### src/rtl/ryuki_datatypes.sv
// Shared trace datatypes: trace element layout, arbiter state and default queue depth.
package ryuki_datatypes;

   localparam int unsigned DEFAULT_QUEUE_DEPTH = 4;
   localparam int unsigned TIME_W  = 32;
   localparam int unsigned PC_W    = 32;
   localparam int unsigned INSTR_W = 32;

   typedef struct packed {
      logic [TIME_W-1:0] time_start;
      logic [PC_W-1:0]   pc;
   } if_data_t;

   typedef struct packed {
      if_data_t           if_data;
      logic [INSTR_W-1:0] instr;
   } trace_output;

   typedef enum logic {
      ARB_IDLE    = 1'b0,
      ARB_PRESENT = 1'b1
   } arb_state_e;

   // Which queue the presented element came from; also used as the tie pointer.
   typedef enum logic {
      SRC_ID = 1'b0,
      SRC_WB = 1'b1
   } arb_src_e;

endpackage

### src/rtl/trace_merge_arbiter_fifo.sv
// Per-source trace queue with occupancy count and saturating drop accounting.
module trace_fifo
   import ryuki_datatypes::*;
#(
   parameter int unsigned DEPTH          = DEFAULT_QUEUE_DEPTH,
   parameter int unsigned DROP_CNT_WIDTH = 16,
   localparam int unsigned PTR_W         = $clog2(DEPTH),
   localparam int unsigned CNT_W         = PTR_W + 1
) (
   input  logic                      clk,
   input  logic                      rst,
   input  logic                      push_i,
   input  logic                      pop_i,
   input  trace_output               data_i,
   output trace_output               head_o,
   output trace_output               head_next_o,
   output logic                      full_o,
   output logic                      empty_o,
   output logic [CNT_W-1:0]          count_o,
   output logic                      overflow_o,
   output logic [DROP_CNT_WIDTH-1:0] drop_cnt_o
);

   trace_output               mem_q [DEPTH];
   trace_output               mem_d [DEPTH];
   logic [PTR_W-1:0]          rd_ptr_q, rd_ptr_d, wr_ptr_q, wr_ptr_d;
   logic [CNT_W-1:0]          count_q, count_d;
   logic                      overflow_q, overflow_d;
   logic [DROP_CNT_WIDTH-1:0] drop_cnt_q, drop_cnt_d;
   logic                      do_pop, do_push, do_drop;

   assign full_o      = (count_q == CNT_W'(DEPTH));
   assign empty_o     = (count_q == '0);
   assign count_o     = count_q;
   assign head_o      = mem_q[rd_ptr_q];
   assign head_next_o = mem_q[rd_ptr_q + PTR_W'(1)];
   assign overflow_o  = overflow_q;
   assign drop_cnt_o  = drop_cnt_q;

   // Push/pop bookkeeping; a full queue still accepts when it pops the same cycle.
   always_comb begin
      do_pop     = pop_i && !empty_o;
      do_push    = push_i && (!full_o || do_pop);
      do_drop    = push_i && full_o && !do_pop;
      mem_d      = mem_q;
      rd_ptr_d   = rd_ptr_q;
      wr_ptr_d   = wr_ptr_q;
      overflow_d = overflow_q || do_drop;
      drop_cnt_d = drop_cnt_q;
      if (do_push) begin
         mem_d[wr_ptr_q] = data_i;
         wr_ptr_d        = wr_ptr_q + PTR_W'(1);
      end
      if (do_pop) begin
         rd_ptr_d = rd_ptr_q + PTR_W'(1);
      end
      if (do_drop && (drop_cnt_q != '1)) begin
         drop_cnt_d = drop_cnt_q + DROP_CNT_WIDTH'(1);
      end
      count_d = count_q + CNT_W'(do_push) - CNT_W'(do_pop);
   end

   // Queue state registers.
   always_ff @(posedge clk or posedge rst) begin
      if (rst) begin
         mem_q      <= '{default: '0};
         rd_ptr_q   <= '0;
         wr_ptr_q   <= '0;
         count_q    <= '0;
         overflow_q <= 1'b0;
         drop_cnt_q <= '0;
      end else begin
         mem_q      <= mem_d;
         rd_ptr_q   <= rd_ptr_d;
         wr_ptr_q   <= wr_ptr_d;
         count_q    <= count_d;
         overflow_q <= overflow_d;
         drop_cnt_q <= drop_cnt_d;
      end
   end

endmodule

### src/rtl/trace_merge_arbiter.sv
// Merges ID and WB trace streams in time_start order into one valid/ready output.
module trace_merge_arbiter
   import ryuki_datatypes::*;
#(
   parameter int unsigned QUEUE_DEPTH    = DEFAULT_QUEUE_DEPTH,
   parameter int unsigned DROP_CNT_WIDTH = 16
) (
   input  logic                      clk,
   input  logic                      rst,
   input  trace_output               id_data_i,
   input  logic                      id_data_ready,
   input  trace_output               wb_data_i,
   input  logic                      wb_data_ready,
   output trace_output               trace_data_o,
   output logic                      trace_valid_o,
   input  logic                      trace_ready_i,
   output logic                      id_overflow_o,
   output logic                      wb_overflow_o,
   output logic [DROP_CNT_WIDTH-1:0] id_drop_cnt_o,
   output logic [DROP_CNT_WIDTH-1:0] wb_drop_cnt_o
);

   localparam int unsigned CNT_W = $clog2(QUEUE_DEPTH) + 1;

   arb_state_e       state_q, state_d;
   arb_src_e         src_q, src_d, rr_q, rr_d;
   trace_output      data_q, data_d;
   logic             id_rdy_q, id_rdy_d, wb_rdy_q, wb_rdy_d;
   trace_output      id_head, id_head_next, wb_head, wb_head_next;
   logic             id_full, id_empty, wb_full, wb_empty;
   logic [CNT_W-1:0] id_count, wb_count;
   logic             id_push, wb_push, id_pop, wb_pop;
   logic             xfer, id_av, wb_av, any_av, pick_wb, tie, load;
   trace_output      id_el, wb_el;

   assign trace_data_o  = data_q;
   assign trace_valid_o = (state_q == ARB_PRESENT);

   trace_fifo #(.DEPTH(QUEUE_DEPTH), .DROP_CNT_WIDTH(DROP_CNT_WIDTH)) u_id_fifo (
      .clk(clk), .rst(rst), .push_i(id_push), .pop_i(id_pop), .data_i(id_data_i),
      .head_o(id_head), .head_next_o(id_head_next), .full_o(id_full), .empty_o(id_empty),
      .count_o(id_count), .overflow_o(id_overflow_o), .drop_cnt_o(id_drop_cnt_o)
   );

   trace_fifo #(.DEPTH(QUEUE_DEPTH), .DROP_CNT_WIDTH(DROP_CNT_WIDTH)) u_wb_fifo (
      .clk(clk), .rst(rst), .push_i(wb_push), .pop_i(wb_pop), .data_i(wb_data_i),
      .head_o(wb_head), .head_next_o(wb_head_next), .full_o(wb_full), .empty_o(wb_empty),
      .count_o(wb_count), .overflow_o(wb_overflow_o), .drop_cnt_o(wb_drop_cnt_o)
   );

   // Rising-edge capture of the level-held ready inputs.
   always_comb begin
      id_rdy_d = id_data_ready;
      wb_rdy_d = wb_data_ready;
      id_push  = id_data_ready && !id_rdy_q;
      wb_push  = wb_data_ready && !wb_rdy_q;
   end

   // Candidate heads as they will stand after this cycle's pop, then winner selection.
   always_comb begin
      xfer   = (state_q == ARB_PRESENT) && trace_ready_i;
      id_pop = xfer && (src_q == SRC_ID);
      wb_pop = xfer && (src_q == SRC_WB);
      id_av  = id_pop ? (id_count > CNT_W'(1)) : !id_empty;
      id_el  = id_pop ? id_head_next : id_head;
      wb_av  = wb_pop ? (wb_count > CNT_W'(1)) : !wb_empty;
      wb_el  = wb_pop ? wb_head_next : wb_head;
      any_av = id_av || wb_av;
      tie    = 1'b0;
      if (id_av && wb_av) begin
         if (id_el.if_data.time_start == wb_el.if_data.time_start) begin
            tie     = 1'b1;
            pick_wb = (rr_q == SRC_WB);
         end else begin
            pick_wb = (wb_el.if_data.time_start < id_el.if_data.time_start);
         end
      end else begin
         pick_wb = wb_av;
      end
   end

   // State register and datapath flops.
   always_ff @(posedge clk or posedge rst) begin
      if (rst) begin
         state_q  <= ARB_IDLE;
         src_q    <= SRC_ID;
         rr_q     <= SRC_ID;
         data_q   <= '0;
         id_rdy_q <= 1'b0;
         wb_rdy_q <= 1'b0;
      end else begin
         state_q  <= state_d;
         src_q    <= src_d;
         rr_q     <= rr_d;
         data_q   <= data_d;
         id_rdy_q <= id_rdy_d;
         wb_rdy_q <= wb_rdy_d;
      end
   end

   // Next-state logic.
   always_comb begin
      state_d = state_q;
      case (state_q)
         ARB_IDLE:    if (any_av) state_d = ARB_PRESENT;
         ARB_PRESENT: if (xfer)   state_d = any_av ? ARB_PRESENT : ARB_IDLE;
         default:     state_d = ARB_IDLE;
      endcase
   end

   // Output logic: load the winner when idle or on a transfer; hold otherwise.
   always_comb begin
      data_d = data_q;
      src_d  = src_q;
      rr_d   = rr_q;
      load   = any_av && ((state_q == ARB_IDLE) || xfer);
      if (load) begin
         data_d = pick_wb ? wb_el : id_el;
         src_d  = pick_wb ? SRC_WB : SRC_ID;
         if (tie) rr_d = (rr_q == SRC_ID) ? SRC_WB : SRC_ID;
      end
   end

endmodule

### config.mk
export PLATFORM = sky130hd
export DESIGN_NAME = trace_merge_arbiter
export DESIGN_NICKNAME = d
export VERILOG_FILES = /design/src/rtl/ryuki_datatypes.sv /design/src/rtl/trace_merge_arbiter_fifo.sv /design/src/rtl/trace_merge_arbiter.sv
export SDC_FILE = /design/constraint.sdc
export NUM_CORES = 2
export LEC_CHECK = 0
export CORE_UTILIZATION = 55
export CTS_CLUSTER_SIZE = 10
export DETAILED_ROUTE_END_ITERATION = 12
export GPL_TIMING_DRIVEN = 1
export HOLD_SLACK_MARGIN = 0.12
export PLACE_DENSITY = 0.75
export SETUP_SLACK_MARGIN = 0.4
export SYNTH_ARGS = -nofsm -noshare
export SYNTH_HDL_FRONTEND = slang
export SYNTH_HIERARCHICAL = 1
export SYNTH_SLANG_ARGS = --single-unit
### constraint.sdc
create_clock -name clk -period 39.2 [get_ports clk]
set_input_delay 3.92 -clock clk [delete_from_list [all_inputs] [get_ports clk]]
set_output_delay 3.92 -clock clk [all_outputs]
set_load 0.01 [all_outputs]
Word level (Yosys, flattened, before mapping)
Index checks and enable logic that the tools add are counted.

word-level totals
  register bits = 917
  input bits = 197
  logic and storage cells = 144

operators by class
  add/subtract/negate cells = 10
  $lt $le $gt $ge = 11
  equality and inequality tests = 5
  mux-type cells = 32
  bitwise operators = 8
  reductions and logical operators = 36

operator list
  operator                                                                       count
  96-bit two-way mux                                                             13
  96-bit binary-select mux with 2-bit select                                     4
  384-bit bitwise mux                                                            2
  96-bit demux with 2-bit select                                                 2
  16-bit by 1-bit adder with 16-bit output (second input constant)               2
  32-bit == test                                                                 1
  32-bit less-than comparator                                                    1
  16-bit != test (second input constant)                                         2
  1-bit logical AND                                                              19
  3-bit greater-or-equal comparator (second input constant)                      6
  2-bit inverter with 3-bit output                                               6
  1-bit two-way mux                                                              10
  2-bit by 1-bit adder with 2-bit output (second input constant)                 4
  1-bit logical NOT                                                              8
  3-bit by 1-bit adder with 3-bit output                                         2
  3-bit == test (second input constant)                                          2
  3-bit by 1-bit > comparator with 1-bit output (second input constant)          2
  3-bit logical NOT                                                              2
  1-bit logical OR                                                               6
  3-bit by 1-bit less-than comparator with 1-bit output (second input constant)  2
  3-bit by 1-bit subtractor with 3-bit output                                    2
  1-bit inverter                                                                 2
  1-bit case mux with 2 select lines                                             1
  2-bit AND reduction                                                            1

Depth between registers and ports, before layout
  depth after elaboration = 10
  mapped depth = 17
  depth with buffers taken out = 12

Modules after synthesis
Netlist, hierarchy kept.

modules (own cells, without submodules)
  module                   times used  cells each  area each (µm²)
  trace_fifo at u_wb_fifo  1           1158        20239.4
  trace_fifo at u_id_fifo  1           1157        20216.9
  trace_merge_arbiter      1           814         7558.5

Worst setup path after synthesis
No wires, ideal clock.

  path kind = input to register
  start = in trace_ready_i
  end = reg data_q, in the netlist trace_data_o[47]
  library setup time = 77 ps
  data arrival time = 7021 ps
  data required time = 39123 ps
  slack = 32102 ps
  cell stages on the path = 17
  buffers on the path = 5
  cell sequence = nand3b_1 -> buf_2 -> buf_2 -> buf_1 -> inv_1 -> nand2_1 -> nand2_1 -> ha_1 -> nand4_1 -> nor4_1 -> and3_1 -> o21bai_1 -> o31ai_4 -> buf_4 -> buf_6 -> mux2_1 -> o21ai_1

on the way
  cells in the longest elaborated chain, start to end = 7

RTL lines
  what                                                                  RTL line                                              RTL
  start, declared                                                       trace_merge_arbiter.sv:16                             input logic trace_ready_i,
  1-bit logical AND (*)                                                 trace_merge_arbiter.sv:61                             xfer = (state_q == ARB_PRESENT) && trace_ready_i;
  1-bit logical AND (*)                                                 trace_merge_arbiter.sv:62                             id_pop = xfer && (src_q == SRC_ID);
  named net id_pop                                                      trace_merge_arbiter.sv:32                             logic id_push, wb_push, id_pop, wb_pop;
  96-bit two-way mux                                                    trace_merge_arbiter.sv:65                             id_el = id_pop ? id_head_next : id_head;
  32-bit less-than comparator / 32-bit == test (equally long branches)  trace_merge_arbiter.sv:75, trace_merge_arbiter.sv:71
  1-bit two-way mux                                                     trace_merge_arbiter.sv:71                             if (id_el.if_data.time_start == wb_el.if_data.time_start) begin
  1-bit two-way mux                                                     trace_merge_arbiter.sv:70                             if (id_av && wb_av) begin
  96-bit two-way mux                                                    trace_merge_arbiter.sv:118                            data_d = pick_wb ? wb_el : id_el;
  end signal, assigned                                                  trace_merge_arbiter.sv:95                             data_q <= data_d;
  end, declared                                                         trace_merge_arbiter.sv:27                             trace_output data_q, data_d;

Mark *: on every way through the listed nets, which the timed path passes. The rest lies on a longest branch.
A chain may end at the register's enable or synchronous reset.

Worst setup path after layout
  start = in trace_ready_i
  end = reg data_q, in the netlist trace_data_o[40]

on the way
  cells in the longest elaborated chain, start to end = 7

RTL lines
  what                                                                  RTL line
  1-bit logical AND (*)                                                 trace_merge_arbiter.sv:61
  1-bit logical AND, on equally long branches                           trace_merge_arbiter.sv:63, trace_merge_arbiter.sv:62
  96-bit two-way mux, on equally long branches                          trace_merge_arbiter.sv:67, trace_merge_arbiter.sv:65
  32-bit less-than comparator / 32-bit == test (equally long branches)  trace_merge_arbiter.sv:75, trace_merge_arbiter.sv:71
  1-bit two-way mux                                                     trace_merge_arbiter.sv:71
  1-bit two-way mux                                                     trace_merge_arbiter.sv:70
  96-bit two-way mux                                                    trace_merge_arbiter.sv:118

Every way passes the cells marked *; elsewhere a longest branch is shown, timed or not.

==> out/metrics.cfg <==
[timing]
finalSetupViolCount=0
fin_skew_ns=0.0197
max_freq_mhz=106
fin_crit_ns=9.42
fin_hold_ws_ns=0.468
finalHoldViolCount=0
rsz0062_at_grt=no
timing.final.ws_setup_ns=29.78
period_share_pct=24.0
drv_slew=0
fin_setup_tns_ns=0
worstMarginPinSlew_ns=1.18
maxSlewHeadroom_pct=21.6

[place]
place_ws_ns=29.16
dp_cells=4394
post_dp_cell_area_um2=51400
dpl.hpwl_um=77700
place.gp.congestion=0.843
portBuffers=327

[setup_path]
critPathBufInv=5
cp.required_ns=39.75
cpPeakStageDelay_ns=1.00
cp_max_fo=63
crit_chain=clkdlybuf4s50_1 > nand3b_1 > buf_4 > buf_4 > mux2i_1 > ha_1 > nand4_1 > nor4_1 > and3_1 > o21bai_2 > buf_4 > o31ai_4 > buf_4 > mux2_2 > o21ai_0
crit_family=buffers and inverters
endpoint_kind=register
crit_start=trace_ready_i
r2r_slack_ns=31.97
timing.rr.start=u_id_fifo/rd_ptr_q[0]
critical_path_arrival_ns=9.96
start_kind=input port
cp_slowest_cell=buf_4
path_class=input port to register
crit_path_frequent_cell=buf_4

[floorplan]
start_util_pct=55.9
fp-row-count=107
fp.dieH_um=297
core_um2=85800
io_pins=328
die-area_um2=88500
die_width_um=297

[routing]
vias=29300
dr.pass1.iters=5
drtAntennaViolNets=0
wl_per_cell_um=26.8
drc=0
viasPerCell=6.45
drt_iter0_markers=2038
routed_wl_um=122000

[finish]
design_area_um2=54300
layout.cells.non_filler=4549
nets=3601
fillers=6131
final_core_util_pct=63.3
drive_gt1_share_pct=39.1
syn_to_final_growth_pct=13.2

[global_route]
grt_pass1_wl_um=190000
grt_max_degree=177
antenna_found_initial=34
grt_pass1_vias=32000
grt_usage_pct=28.0
grt.overflow.total=0

[power_and_ir_drop]
seqPwrFrac_pct=34.2
p_switching_mw=1.90
power.internal_mw=3.41
combPwrFrac_pct=49.5
p_total_mw=5.30
clock_power_share_pct=16.4
swShare_pct=35.7
p_leak_nw=23.2
powerDensity_nw_per_um2=97.6
peakVddDrop_mv=0.159

[cts]
cts_sinks=917
cts_resized=0
cts_made_buffers=105
cts_tree=yes
clock_latency_ns=0.66
clk_pin_slew_ns=0.05
root_buffer=clkbuf_16
cts_buffer_depth=3
htree_levels=3
ctsHoldBuffers=0
post_cts_buffers=0

[status]
status=completed

[logic_synthesis]
syn_area_um2=48000
synth_cells=3127
avgSynthCellArea_um2=15.4
synth_fp_nets=3371
ys.warnings.count=6

[min_path]
hp-start=rr_q
hold_class=register to register

[run]
max_cap_viol_count=0

[layer usage]
metal,up-vias,wire length [µm],global-route usage [%]
li1,12400,-,-
met1,15700,47400,34.8
met2,840,62900,48.1
met3,289,6650,5.68
met4,34,4520,10.9
met5,-,217,0
[area by class of cell]
class / count / area, µm² / share of cell area [%]
inverters: 17 / 81.3 / 0.150
flip-flops and latches: 917 / 23000 / 42.3
well taps: 1144 / 1430 / 2.63
multi-input cells: 1961 / 23400 / 43.1
clock buffers: 137 / 2840 / 5.22
diodes: 10 / 25.0 / 0.0461
repair buffers: 355 / 3510 / 6.46
clock inverters: 8 / 87.6 / 0.161
[worst paths after layout]
check                                       end  cells after the start
min                                        rr_q                      1
max in group asynchronous  u_id_fifo/mem_q[363]                      4
min reg2reg                                rr_q                      1
min in group asynchronous   u_wb_fifo/mem_q[18]                      2
max reg2reg                    trace_data_o[40]                     13
max                            trace_data_o[40]                     15
[placed cells by master, fill, tap and decap left out, drive strengths merged, types with 15 or more instances in the layout]
master	n
a22o	31
ha	45
a31oi	33
o21ai	72
mux4	384
clkdlybuf4s50	327
nand2	197
inv	20
nand4	18
mux2i	161
mux2	838
dfrtp	917
buf	28
xor2	29
clkbuf	137
nand2b	35
nor3	16
nand3	15
[power groups by stage]
stage / registers, mW / logic (mW) / clock network, mW
after floorplan: 1.66 / 2.08 / 0
after global placement: 1.74 / 2.52 / 0
after detailed placement: 1.82 / 2.62 / 0
after CTS: 1.81 / 2.64 / 0.886
after global routing: 1.87 / 2.81 / 0.923
final: 1.81 / 2.62 / 0.867
[state kept, by name, indices dropped and copies added, names as in the netlist, 3 cells and up]
signal and count:
u_id_fifo/count_o 3, u_wb_fifo/count_o 3, trace_data_o 96, u_wb_fifo/mem_q 384, u_wb_fifo/drop_cnt_o 16, u_id_fifo/mem_q 384, u_id_fifo/drop_cnt_o 16
Note: power is estimated with default switching activity, not from simulation.
